**src/rtl/arm_mem_pkg.sv**
```systemverilog
// Shared definitions for the MEM-stage to off-chip SRAM path: controller
// state encoding, SRAM bus width, default address window and the CPU byte
// address to SRAM half-word address mapping.
package arm_mem_pkg;

  typedef enum logic [1:0] {
    ST_IDLE = 2'd0,
    ST_LO   = 2'd1,
    ST_HI   = 2'd2,
    ST_DONE = 2'd3
  } ctrl_state_t;

  localparam int SRAM_DW = 16;

  localparam logic [31:0] DEFAULT_BASE_ADDR = 32'd1024;

  // Half-word address of one half of a 32-bit word; the word index is the
  // byte offset from the base divided by four (modulo 2^32, no range check).
  function automatic logic [31:0] sram_word_addr(input logic [31:0] byte_addr,
                                                 input logic [31:0] base_addr,
                                                 input logic        half);
    return (((byte_addr - base_addr) >> 2) << 1) | {31'd0, half};
  endfunction

endpackage

```
**src/rtl/sram_wait_counter.sv**
```systemverilog
// Loadable down-counter that times how long each SRAM half-word access is
// held. It saturates at zero and flags zero to the controlling FSM.
module sram_wait_counter #(
  parameter int WAIT_CYCLES = 2,
  localparam int CW = $clog2(WAIT_CYCLES + 1)
) (
  input  logic clk,
  input  logic rst_n,
  input  logic load,
  input  logic en,
  output logic zero
);

  logic [CW-1:0] count_reg;

  // Reload to WAIT_CYCLES-1 at the start of each half, otherwise count down
  always_ff @(posedge clk or negedge rst_n) begin
    if (!rst_n) begin
      count_reg <= '0;
    end else if (load) begin
      count_reg <= CW'(WAIT_CYCLES - 1);
    end else if (en && (count_reg != '0)) begin
      count_reg <= count_reg - 1'b1;
    end
  end

  assign zero = (count_reg == '0);

endmodule

```
**src/rtl/sram_access_controller.sv**
```systemverilog
// Splits one 32-bit MEM-stage load or store into two timed 16-bit SRAM
// accesses (low half, then high half) and holds ready low until done.
module sram_access_controller
  import arm_mem_pkg::*;
#(
  parameter int          ADDR_W      = 18,
  parameter int          WAIT_CYCLES = 2,
  parameter logic [31:0] BASE_ADDR   = DEFAULT_BASE_ADDR
) (
  input  logic               clk,
  input  logic               rst_n,
  input  logic               mem_r_en,
  input  logic               mem_w_en,
  input  logic [31:0]        addr,
  input  logic [31:0]        wdata,
  output logic [31:0]        rdata,
  output logic               ready,
  output logic [ADDR_W-1:0]  sram_addr,
  output logic [SRAM_DW-1:0] sram_dq_out,
  output logic               sram_dq_oe,
  input  logic [SRAM_DW-1:0] sram_dq_in,
  output logic               sram_we_n,
  output logic               sram_oe_n
);

  ctrl_state_t state_reg, state_next;

  logic               wr_reg;
  logic [31:0]        addr_reg;
  logic [31:0]        wdata_reg;

  logic [31:0]        rdata_reg, rdata_next;
  logic               ready_reg, ready_next;
  logic [ADDR_W-1:0]  sram_addr_reg, sram_addr_next;
  logic [SRAM_DW-1:0] dq_out_reg, dq_out_next;
  logic               dq_oe_reg, dq_oe_next;
  logic               we_n_reg, we_n_next;
  logic               oe_n_reg, oe_n_next;

  logic               accept;
  logic               in_access;
  logic               cnt_zero;
  logic               op_wr;
  logic [ADDR_W-1:0]  lo_addr_in;
  logic [ADDR_W-1:0]  hi_addr_latched;

  assign accept    = (state_reg == ST_IDLE) && (mem_r_en || mem_w_en);
  assign in_access = (state_reg == ST_LO) || (state_reg == ST_HI);
  // A write wins over a read when both are requested together
  assign op_wr     = accept ? mem_w_en : wr_reg;

  assign lo_addr_in      = ADDR_W'(sram_word_addr(addr, BASE_ADDR, 1'b0));
  assign hi_addr_latched = ADDR_W'(sram_word_addr(addr_reg, BASE_ADDR, 1'b1));

  sram_wait_counter #(
    .WAIT_CYCLES(WAIT_CYCLES)
  ) u_wait_counter (
    .clk  (clk),
    .rst_n(rst_n),
    .load (accept || ((state_reg == ST_LO) && cnt_zero)),
    .en   (in_access),
    .zero (cnt_zero)
  );

  // State register
  always_ff @(posedge clk or negedge rst_n) begin
    if (!rst_n) begin
      state_reg <= ST_IDLE;
    end else begin
      state_reg <= state_next;
    end
  end

  // Next-state logic: each half lasts until the wait counter reaches zero
  always_comb begin
    state_next = state_reg;
    case (state_reg)
      ST_IDLE: if (accept)   state_next = ST_LO;
      ST_LO:   if (cnt_zero) state_next = ST_HI;
      ST_HI:   if (cnt_zero) state_next = ST_DONE;
      ST_DONE:               state_next = ST_IDLE;
      default:               state_next = ST_IDLE;
    endcase
  end

  // Output logic: SRAM controls follow the state being entered so they are registered
  always_comb begin
    sram_addr_next = sram_addr_reg;
    dq_out_next    = '0;
    dq_oe_next     = 1'b0;
    we_n_next      = 1'b1;
    oe_n_next      = 1'b1;
    ready_next     = 1'b0;
    rdata_next     = rdata_reg;
    case (state_next)
      ST_LO: begin
        if (accept) sram_addr_next = lo_addr_in;
        we_n_next   = ~op_wr;
        oe_n_next   = op_wr;
        dq_oe_next  = op_wr;
        dq_out_next = op_wr ? (accept ? wdata[15:0] : wdata_reg[15:0]) : '0;
      end
      ST_HI: begin
        sram_addr_next = hi_addr_latched;
        we_n_next      = ~op_wr;
        oe_n_next      = op_wr;
        dq_oe_next     = op_wr;
        dq_out_next    = op_wr ? wdata_reg[31:16] : '0;
      end
      ST_DONE: ready_next = 1'b1;
      default: ;
    endcase
    // Read data is sampled at the end of the last cycle of each half
    if (in_access && cnt_zero && !wr_reg) begin
      if (state_reg == ST_LO) rdata_next[15:0]  = sram_dq_in;
      else                    rdata_next[31:16] = sram_dq_in;
    end
  end

  // Request capture: address, data and direction are frozen when accepted
  always_ff @(posedge clk or negedge rst_n) begin
    if (!rst_n) begin
      wr_reg    <= 1'b0;
      addr_reg  <= '0;
      wdata_reg <= '0;
    end else if (accept) begin
      wr_reg    <= mem_w_en;
      addr_reg  <= addr;
      wdata_reg <= wdata;
    end
  end

  // Output registers
  always_ff @(posedge clk or negedge rst_n) begin
    if (!rst_n) begin
      rdata_reg     <= '0;
      ready_reg     <= 1'b0;
      sram_addr_reg <= '0;
      dq_out_reg    <= '0;
      dq_oe_reg     <= 1'b0;
      we_n_reg      <= 1'b1;
      oe_n_reg      <= 1'b1;
    end else begin
      rdata_reg     <= rdata_next;
      ready_reg     <= ready_next;
      sram_addr_reg <= sram_addr_next;
      dq_out_reg    <= dq_out_next;
      dq_oe_reg     <= dq_oe_next;
      we_n_reg      <= we_n_next;
      oe_n_reg      <= oe_n_next;
    end
  end

  assign rdata       = rdata_reg;
  assign ready       = ready_reg;
  assign sram_addr   = sram_addr_reg;
  assign sram_dq_out = dq_out_reg;
  assign sram_dq_oe  = dq_oe_reg;
  assign sram_we_n   = we_n_reg;
  assign sram_oe_n   = oe_n_reg;

endmodule
```
**config.mk**
```make
export PLATFORM = sky130hd
export DESIGN_NAME = sram_access_controller
export DESIGN_NICKNAME = d
export VERILOG_FILES = /design/src/rtl/arm_mem_pkg.sv /design/src/rtl/sram_wait_counter.sv /design/src/rtl/sram_access_controller.sv
export SDC_FILE = /design/constraint.sdc
export NUM_CORES = 1
export LEC_CHECK = 0
export CORE_MARGIN = 5
export CORE_UTILIZATION = 50
export DETAILED_ROUTE_END_ITERATION = 6
export DONT_BUFFER_PORTS = 1
export HOLD_SLACK_MARGIN = 0.02
export PLACE_DENSITY = 0.76
export SLEW_MARGIN = 30
export SYNTH_ARGS = -nofsm -noshare
export SYNTH_HDL_FRONTEND = slang
export SYNTH_SLANG_ARGS = --single-unit
export TNS_END_PERCENT = 10
```
**constraint.sdc**
```tcl
create_clock -name clk -period 3.5 [get_ports clk]
set_input_delay 0.525 -clock clk [delete_from_list [all_inputs] [get_ports clk]]
set_output_delay 0.525 -clock clk [all_outputs]
set_load 0.005 [all_outputs]
```
Word-level counts from Yosys, hierarchy flattened
Cells that the tools add are included.
{ "op_classes": {"addsub": 3, "n_eq_ne": 7, "muxes": 17, "bitwise_logic": 2, "reduce_logical": 18} }
{ "op_table": {"columns": ["operator", "n"], "rows": [
  ["$mux 16", 3],
  ["$sub 19x11->19 const B", 2],
  ["$pmux 18 s2", 1],
  ["$pmux 16 s2", 1],
  ["$mux 18", 1],
  ["$mux 2", 5],
  ["$eq 2x2->1 const B", 4],
  ["$pmux 2 s4", 1],
  ["$reduce_and 2->1", 3],
  ["$reduce_bool 2->1", 3],
  ["$logic_and 1x1->1", 5],
  ["$mux 1", 5],
  ["$eq 2x1->1 const B", 2],
  ["$logic_not 2->1", 2],
  ["$logic_or 1x1->1", 3],
  ["$ne 2x2->1 const B", 1],
  ["$not 1->1", 2],
  ["$reduce_or 2->1", 1],
  ["$sub 2x1->2 const B", 1],
  ["$logic_not 1->1", 1]
]} }
{ "totals": {"regBits": 126, "in_bits": 84, "output_inout_bits": 70, "wordCells": 60} }

Depth between registers and ports, before layout
{ "depth": {"depth_word": 7, "ltp_mapped": 17, "mapped_depth_nobuf": 12} }

Hierarchy
A second synthesis with hierarchy kept.
{ "hier_totals": {"cells_unflattened": 450, "area_unflattened_um2": 5147.4} }
{ "modules_own_cells": {"columns": ["module", "instances", "cells_each", "area_per_inst_um2", "seq_area_each_um2"], "rows": [
  ["sram_access_controller", 1, 439, 5031.1, 3055.4],
  ["sram_wait_counter", 1, 11, 116.4, 50.0]
]} }

Worst setup path before layout
OpenSTA, ideal clock, no wires.
{ "synth_path": {"path_kind": "reg-to-reg", "startpoint": "reg state_reg[0]", "endpoint": "reg sram_addr_reg[15], in the netlist sram_addr[15]", "setup_ns": 0.126, "arrival_ns": 3.004, "required_ns": 3.374, "path_slack_ns": 0.370, "path_stages_with_launch": 17, "path_buffers": 5, "period_less_slack_ns": 3.130, "cell_sequence": "dfrtp_1 inv_1 ha_1 buf_2 o21ai_1 nand2_1 a21oi_1 ha_1 buf_6 buf_8 buf_6 buf_2 mux2i_1 ha_1 o21ai_2 o221a_2 o32a_1"} }
{ "synth_via": {"elab_chain_len": 7, "elab_cells_between_ends": 15, "cone_classes": "eq/ne (6); mux (5); reduce/logical (4)"} }
{ "synth_rtl": {"columns": ["item", "line_no", "rtl"], "rows": [
  ["from (decl)", "sram_access_controller.sv:26", "ctrl_state_t state_reg, state_next;"],
  ["from (signal assigned)", "sram_access_controller.sv:70", "state_reg <= state_next;"],
  ["$logic_not 2->1", "sram_access_controller.sv:47, sram_access_controller.sv:77", null],
  ["$logic_and 1x1->1", "sram_access_controller.sv:47", "assign accept = (state_reg == ST_IDLE) && (mem_r_en || mem_w_en);"],
  ["$mux 2", "sram_access_controller.sv:78", "ST_IDLE: if (accept) state_next = ST_LO;"],
  ["$pmux 2 s4 *", "sram_access_controller.sv:77", "case (state_reg)"],
  ["via state_next[1]", "sram_access_controller.sv:26", null],
  ["$eq 2x1->1 or $eq 2x2->1 (tied branches)", "sram_access_controller.sv:95", "case (state_next)"],
  ["$ne 2x2->1 (no source line) or $reduce_bool 2->1 (tied branches)", null, null],
  ["$reduce_and 2->1 (no source line)", null, null],
  ["to (signal assigned)", "sram_access_controller.sv:146", "sram_addr_reg <= sram_addr_next;"],
  ["to (decl)", "sram_access_controller.sv:34", "logic [ADDR_W-1:0] sram_addr_reg, sram_addr_next;"]
]} }
Mark *: on every way through the listed nets, which the timed path passes. The rest lies on a longest branch.
A chain may end at the register's enable or synchronous reset.

Final worst setup path
{ "layout_path": {"startpoint": "reg state_reg[0]", "endpoint": "reg sram_addr_reg[16], in the netlist sram_addr[16]"} }
The elaborated chain is that of the path after synthesis.

==> results.md <==
* Status: finished, final reports clean
* Worst vdd ir at 0.0005824 V
* Yosys Warn Count at 0
* Most common cell after layout, fill and taps aside: dfrtp_1
* Power per Cell Area at 1083 mW/mm2
* CP Class: reg2reg
* Leak at 2.739 nW
* Yosys reg bits at 124
* CTS tree: yes
* Detailed placement HPWL at 7436 um
* Setup TNS at 0 ns
* Largest net degree at the start of global routing at 125
* Later-pin clock latency in the skew report at 0.50 ns
* Via/cell ratio at 5.361
* Worst slew margin at 45.78%
* # diodes at 0
* Vias at 3238
* Sequential area share after synthesis at 59.55%
* Die height at 112.1 um
* Final Cell Area at 0.005928 mm2
* Vias in the first global route at 3443
* Post-synth top flop: dfrtp_1
* Row count at 37
* Number of buffers created by CTS at 17
* Critical path fanouts, max at 17
* First-pass GRT wire length at 18080 um
* Detailed Route WL at 10860 um
* Clock Tree Root: clkbuf_8
* Share of layout cells above drive strength 1 at 22.22%
* Post-synth EDFFs at 0
* Synth area leaders: dfrtp_1 59%, mux2_2 9.9%, nand2_1 8.4%, mux2i_1 2.9%, a22oi_1 2.3%
* Most frequent cells in the layout: 122 x dfrtp_1, 117 x nand2_1, 46 x mux2_2
* Violation count after the first detailed-route iteration at 309
* Post-Syn Area at 0.005215 mm2
* Initial Utilization at 50.97%
* Placed inst area at 0.005296 mm2
* Post-synthesis cell type count at 46
* Core area at 0.01023 mm2
* Die width at 112.1 um
* Antenna violations before repair at 0
* Gr usage total at 17.95%
* Clock buffer depth at 2
* Post-synthesis cell count at 451
* Clock skew at 0.006917 ns
* Worst-path clk slew at 0.06 ns
* Hold Vio Cnt, Final at 0
* Grt ovf at 0
* Antenna Nets Post-Route at 0
* Share of the synthesized area in the top cell type at 58.54%
* Area leader, netlist: dfrtp_1
* Min Tclk post-route at 3.226 ns
* Hold crit path type: in2reg
* # port buffers at 0
* RePlAce Congestion at 0.8694
* RSZ-0062 raised after global routing: no
* Detailed-router iteration count before antenna repair at 4
* DRC Markers at 0
* Final setup violating endpoints at 0
* Final Max Tran Viols at 0
* Reg-to-reg startpoint: state_reg[0]
* Worst Setup SP: state_reg[0]
* H-Tree Depth at 4
* Setup bufs post-CTS at 0
* Worst slew pin tran at 0.8133 ns
* Syn Nets at 544
* Worst Path Arrival at 3.59 ns
* Io pins at 154
* Wire length per cell at 17.97 um
* Final hold slack at 0.1321 ns
* Critical path endpoint category: flip-flop
* Clock Sinks at 124
* Startpoint types: flip-flop
* Net count, final at 549
* Synthesis-to-layout area growth at 13.68%
* Max-cap violations at 0
* Syn_area_per_cell at 11.56 um2
* Post-CTS sizing at 0
* Worst EP required at 3.87 ns
* Die area at 0.01257 mm2
* Post-synth ARST share at 100.0%
* Hold_sp: addr[15]
* FMAX at 310.0 MHz
* Period utilisation layout at 92.18%
* Total power at 6.419 mW
logic make-up (layout without fill, tap and decap cells):
family | after synthesis | in the layout | synth area share, %
multiplexers | 65 | 65 | 13.94
AO/OA/AOI/OAI | 52 | 52 | 6.718
flip-flops | 124 | 124 | 59.55
adder cells (fa/ha/maj) | 9 | 9 | 2.159
buffers and inverters | 34 | 51 | 3.743
AND/OR/NAND/NOR | 161 | 161 | 12.88
XOR/XNOR | 6 | 6 | 1.008
final timing paths:
check	endpoint	slack (ns)	cells past startpoint
setup / recovery	sram_addr[16]	0.27	10
hold / removal	addr_reg[15]	0.13	2
setup reg to reg	sram_addr[16]	0.27	10
hold reg to reg	wdata_reg[25]	0.47	2
max in group asynchronous	wdata_reg[30]	2.41	2
min in group asynchronous	rdata[28]	0.66	2
area by class of cell:
class,count,area (um2)
clock inverters,12,162.7
fillers,824,4303
well taps,136,170.2
flip-flops and latches,124,3105
clock buffers,19,431.7
multi-input cells,293,1923
inverters,10,37.54
repair buffers,10,97.59
metal layers:
metal / vias up / GRT usage [%] / share of wire (%)
met4: 0 / 4.968 / 0.92
met1: 1594 / 23.28 / 43
met2: 116 / 28.01 / 48
li1: 1518 / - / -
met3: 10 / 7.385 / 8.4
met5: - / 0 / 0
repair_timing:
action | CTS | global route
setup endpoints to repair | 0 | 0
hold buffers | 2 | 0
endpoints found under the hold margin | 124 | 0
worst max-delay path: stages, from the launching register on:
cell and delay, ns:
dfrtp_1 0.38, inv_1 0.09, ha_1 0.30, o21ai_2 0.22, nand2_1 0.11, a21oi_1 0.30
ha_2 0.54, nor4b_1 0.63, o221ai_1 0.22, xnor2_1 0.21, o21ai_0 0.10
Yosys cell counts, types with 2 or more instances:
master,n
a21oi_1,3
a22oi_1,16
a31oi_1,2
buf_2,12
buf_6,5
clkbuf_1,4
dfrtp_1,122
dfstp_2,2
ha_1,9
inv_1,10
mux2_2,46
mux2_4,3
mux2i_1,15
nand2_1,117
nand2_2,2
nand2b_1,3
nor2_1,26
nor3_1,5
o21ai_0,17
o21ai_1,2
xnor2_1,4
xor2_1,2
power breakdown:
group	leakage, nW	switching, mW	internal (mW)	total [mW]
Clock	0.286	0.640	1.11	1.75
Combinational	0.927	1.21	0.938	2.15
Sequential	1.53	0.421	2.10	2.52
metrics by stage:
stage	utilization [%]	instances	setup slack, ns
finish	57.94	604	0.2738
global route	57.94	604	0.04882
CTS	57.94	604	0.2825
detailed placement	51.77	571	0.3023
global placement	51.77	571	0.4853
floorplan	-	451	0.3701
Note: power is estimated with default switching activity, not from simulation.
==> patch (same flow settings) <==
`ADDR_W`: 18 -> 26.
--- a/src/rtl/sram_access_controller.sv
+++ b/src/rtl/sram_access_controller.sv
@@ -3,7 +3,7 @@
 module sram_access_controller
   import arm_mem_pkg::*;
 #(
-  parameter int          ADDR_W      = 18,
+  parameter int          ADDR_W      = 26,
   parameter int          WAIT_CYCLES = 2,
   parameter logic [31:0] BASE_ADDR   = DEFAULT_BASE_ADDR
 ) (
Interface: changed (resized sram_addr); port bits go from 154 to 162. No check against the original RTL was run, so the function may have changed too.
==> patch against the original RTL <==
Setup slack got worse by 96 ps; core utilization rose by 0.17 points; first-iteration DRC count fell by 5.8%; global-route usage grew 1.0 points; total power increased by 14%; routed wire length up 22%; die area up 15%; maximum frequency decreased by 2.9%; the flow now finishes with violations (negative hold slack); sequential cell count grew 16; worst hold slack worse by 320 ps; area after synthesis up 16%; largest power group unchanged; sequential power is 18% higher; final area increased by 17%.
==> patch: results (changes against the original RTL) <==
======================================================================
Status                                                    finished, violations left   was finished clean
Failing checks                                            negative hold slack
Clock net power                                              0.00189 W   was 0.00175 W
Share of layout cells above drive strength 1                     13.1%   was 22.2%
Commonest cells post-synth                                sky130_fd_sc_hd__nand2_1, sky130_fd_sc_hd__dfrtp_1, sky130_fd_sc_hd__mux2_1, sky130_fd_sc_hd__mux2i_1, sky130_fd_sc_hd__nor2_1   was sky130_fd_sc_hd__dfrtp_1, sky130_fd_sc_hd__nand2_1, sky130_fd_sc_hd__mux2_2, sky130_fd_sc_hd__nor2_1, sky130_fd_sc_hd__o21ai_0
Routability congestion estimate                                  0.794   was 0.869
Worst R2R End                                             sram_addr[25]   was sram_addr[16]
Actual transition at the worst max-transition pin               701 ps   was 813 ps
Total routing resource utilization after global routing          19.0%   was 18.0%
Post-placement cell count                                          703   was 571
R2r worst-path depth                                                13   was 10
Final clock period utilization by the worst path                 94.9%   was 92.2%
Final instance count without filler cells                          737   was 604
Number of standard cells after synthesis                           578   was 451
Post-synth cell types                                               47   was 46
Area post-placement                                           6270 um2   was 5300 um2
Data arrival time of the critical path                         3600 ps   was 3590 ps
Number of clock buffers inserted by TritonCTS                       17   unchanged
Peak supply drop                                            0.000418 V   was 0.000582 V
CP top delay family                                       simple AND/OR/NAND/NOR gates   was adder cells
Leakage power figure                                           3.22 nW   was 2.74 nW
Combinational Power Share                                        33.8%   was 33.5%
Total length of routed wires                                   13.2 mm   was 10.9 mm
Worst clock skew                                               8.25 ps   was 6.92 ps
Total nets after synthesis                                         671   was 544
Type of the worst min-delay path                              in2async   was in2reg
Drt initial violations                                             291   was 309
Clk Tree Root Cell                                        sky130_fd_sc_hd__clkbuf_16   was sky130_fd_sc_hd__clkbuf_8
DR vias                                                           4068   was 3238
Post-DP HPWL                                                   9.13 mm   was 7.44 mm
Global-route wire length before repair                         21.7 mm   was 18.1 mm
Worst path max stage delay                                      510 ps   was 630 ps
Vias in the first global route                                    4210   was 3443
Beginning of the critical path                            u_wait_counter.count_reg[1]   was state_reg[0]
Final hold slack                                               -191 ps   was 132 ps
Worst setup slack for register-to-register paths                180 ps   was 270 ps
Total count of hold-check failures in the final report             139   was 0
Main area contributors after synthesis                    sky130_fd_sc_hd__dfrtp_1, sky130_fd_sc_hd__nand2_1, sky130_fd_sc_hd__mux2_1   was sky130_fd_sc_hd__dfrtp_1, sky130_fd_sc_hd__mux2_2, sky130_fd_sc_hd__nand2_1
Critical-path maximum fanout                                        30   was 17
Worst skew pair latency                                         410 ps   was 500 ps
Number of iterations in the first detailed-routing pass              5   was 4
Power per standard cell area                               1060 nW/um2   was 1080 nW/um2
======================================================================
==> patch: cell families after synthesis <==
family,share of synthesized area (%)
AND/OR/NAND/NOR,18.3
flip-flops,57.7
multiplexers,10.8
AO/OA/AOI/OAI,6.33
buffers and inverters,2.68
XOR/XNOR,2.31
adder cells (fa/ha/maj),1.85
==> patch: final cells by class <==
cell class | count | area [um2]
flip-flops and latches | 140 | 3510
clock inverters | 13 | 190
repair buffers | 9 | 83.8
multi-input cells | 398 | 2500
inverters | 11 | 41.3
well taps | 147 | 184
fillers | 994 | 5010
clock buffers | 19 | 443
==> patch: repair_timing <==
item / in CTS / in global routing
hold endpoints to repair: 140 / 140
buffers inserted: 0 / 1
endpoints found under the setup margin: 0 / 10
gates resized for setup: 0 / 7
==> patch: per-layer routing <==
layer  global-route usage (%)  part of all wire, %
met1                     23.4                   40
met2                     30.7                   51
met3                     7.25                  8.3
met4                     6.59                  1.2
met5                        0                    0
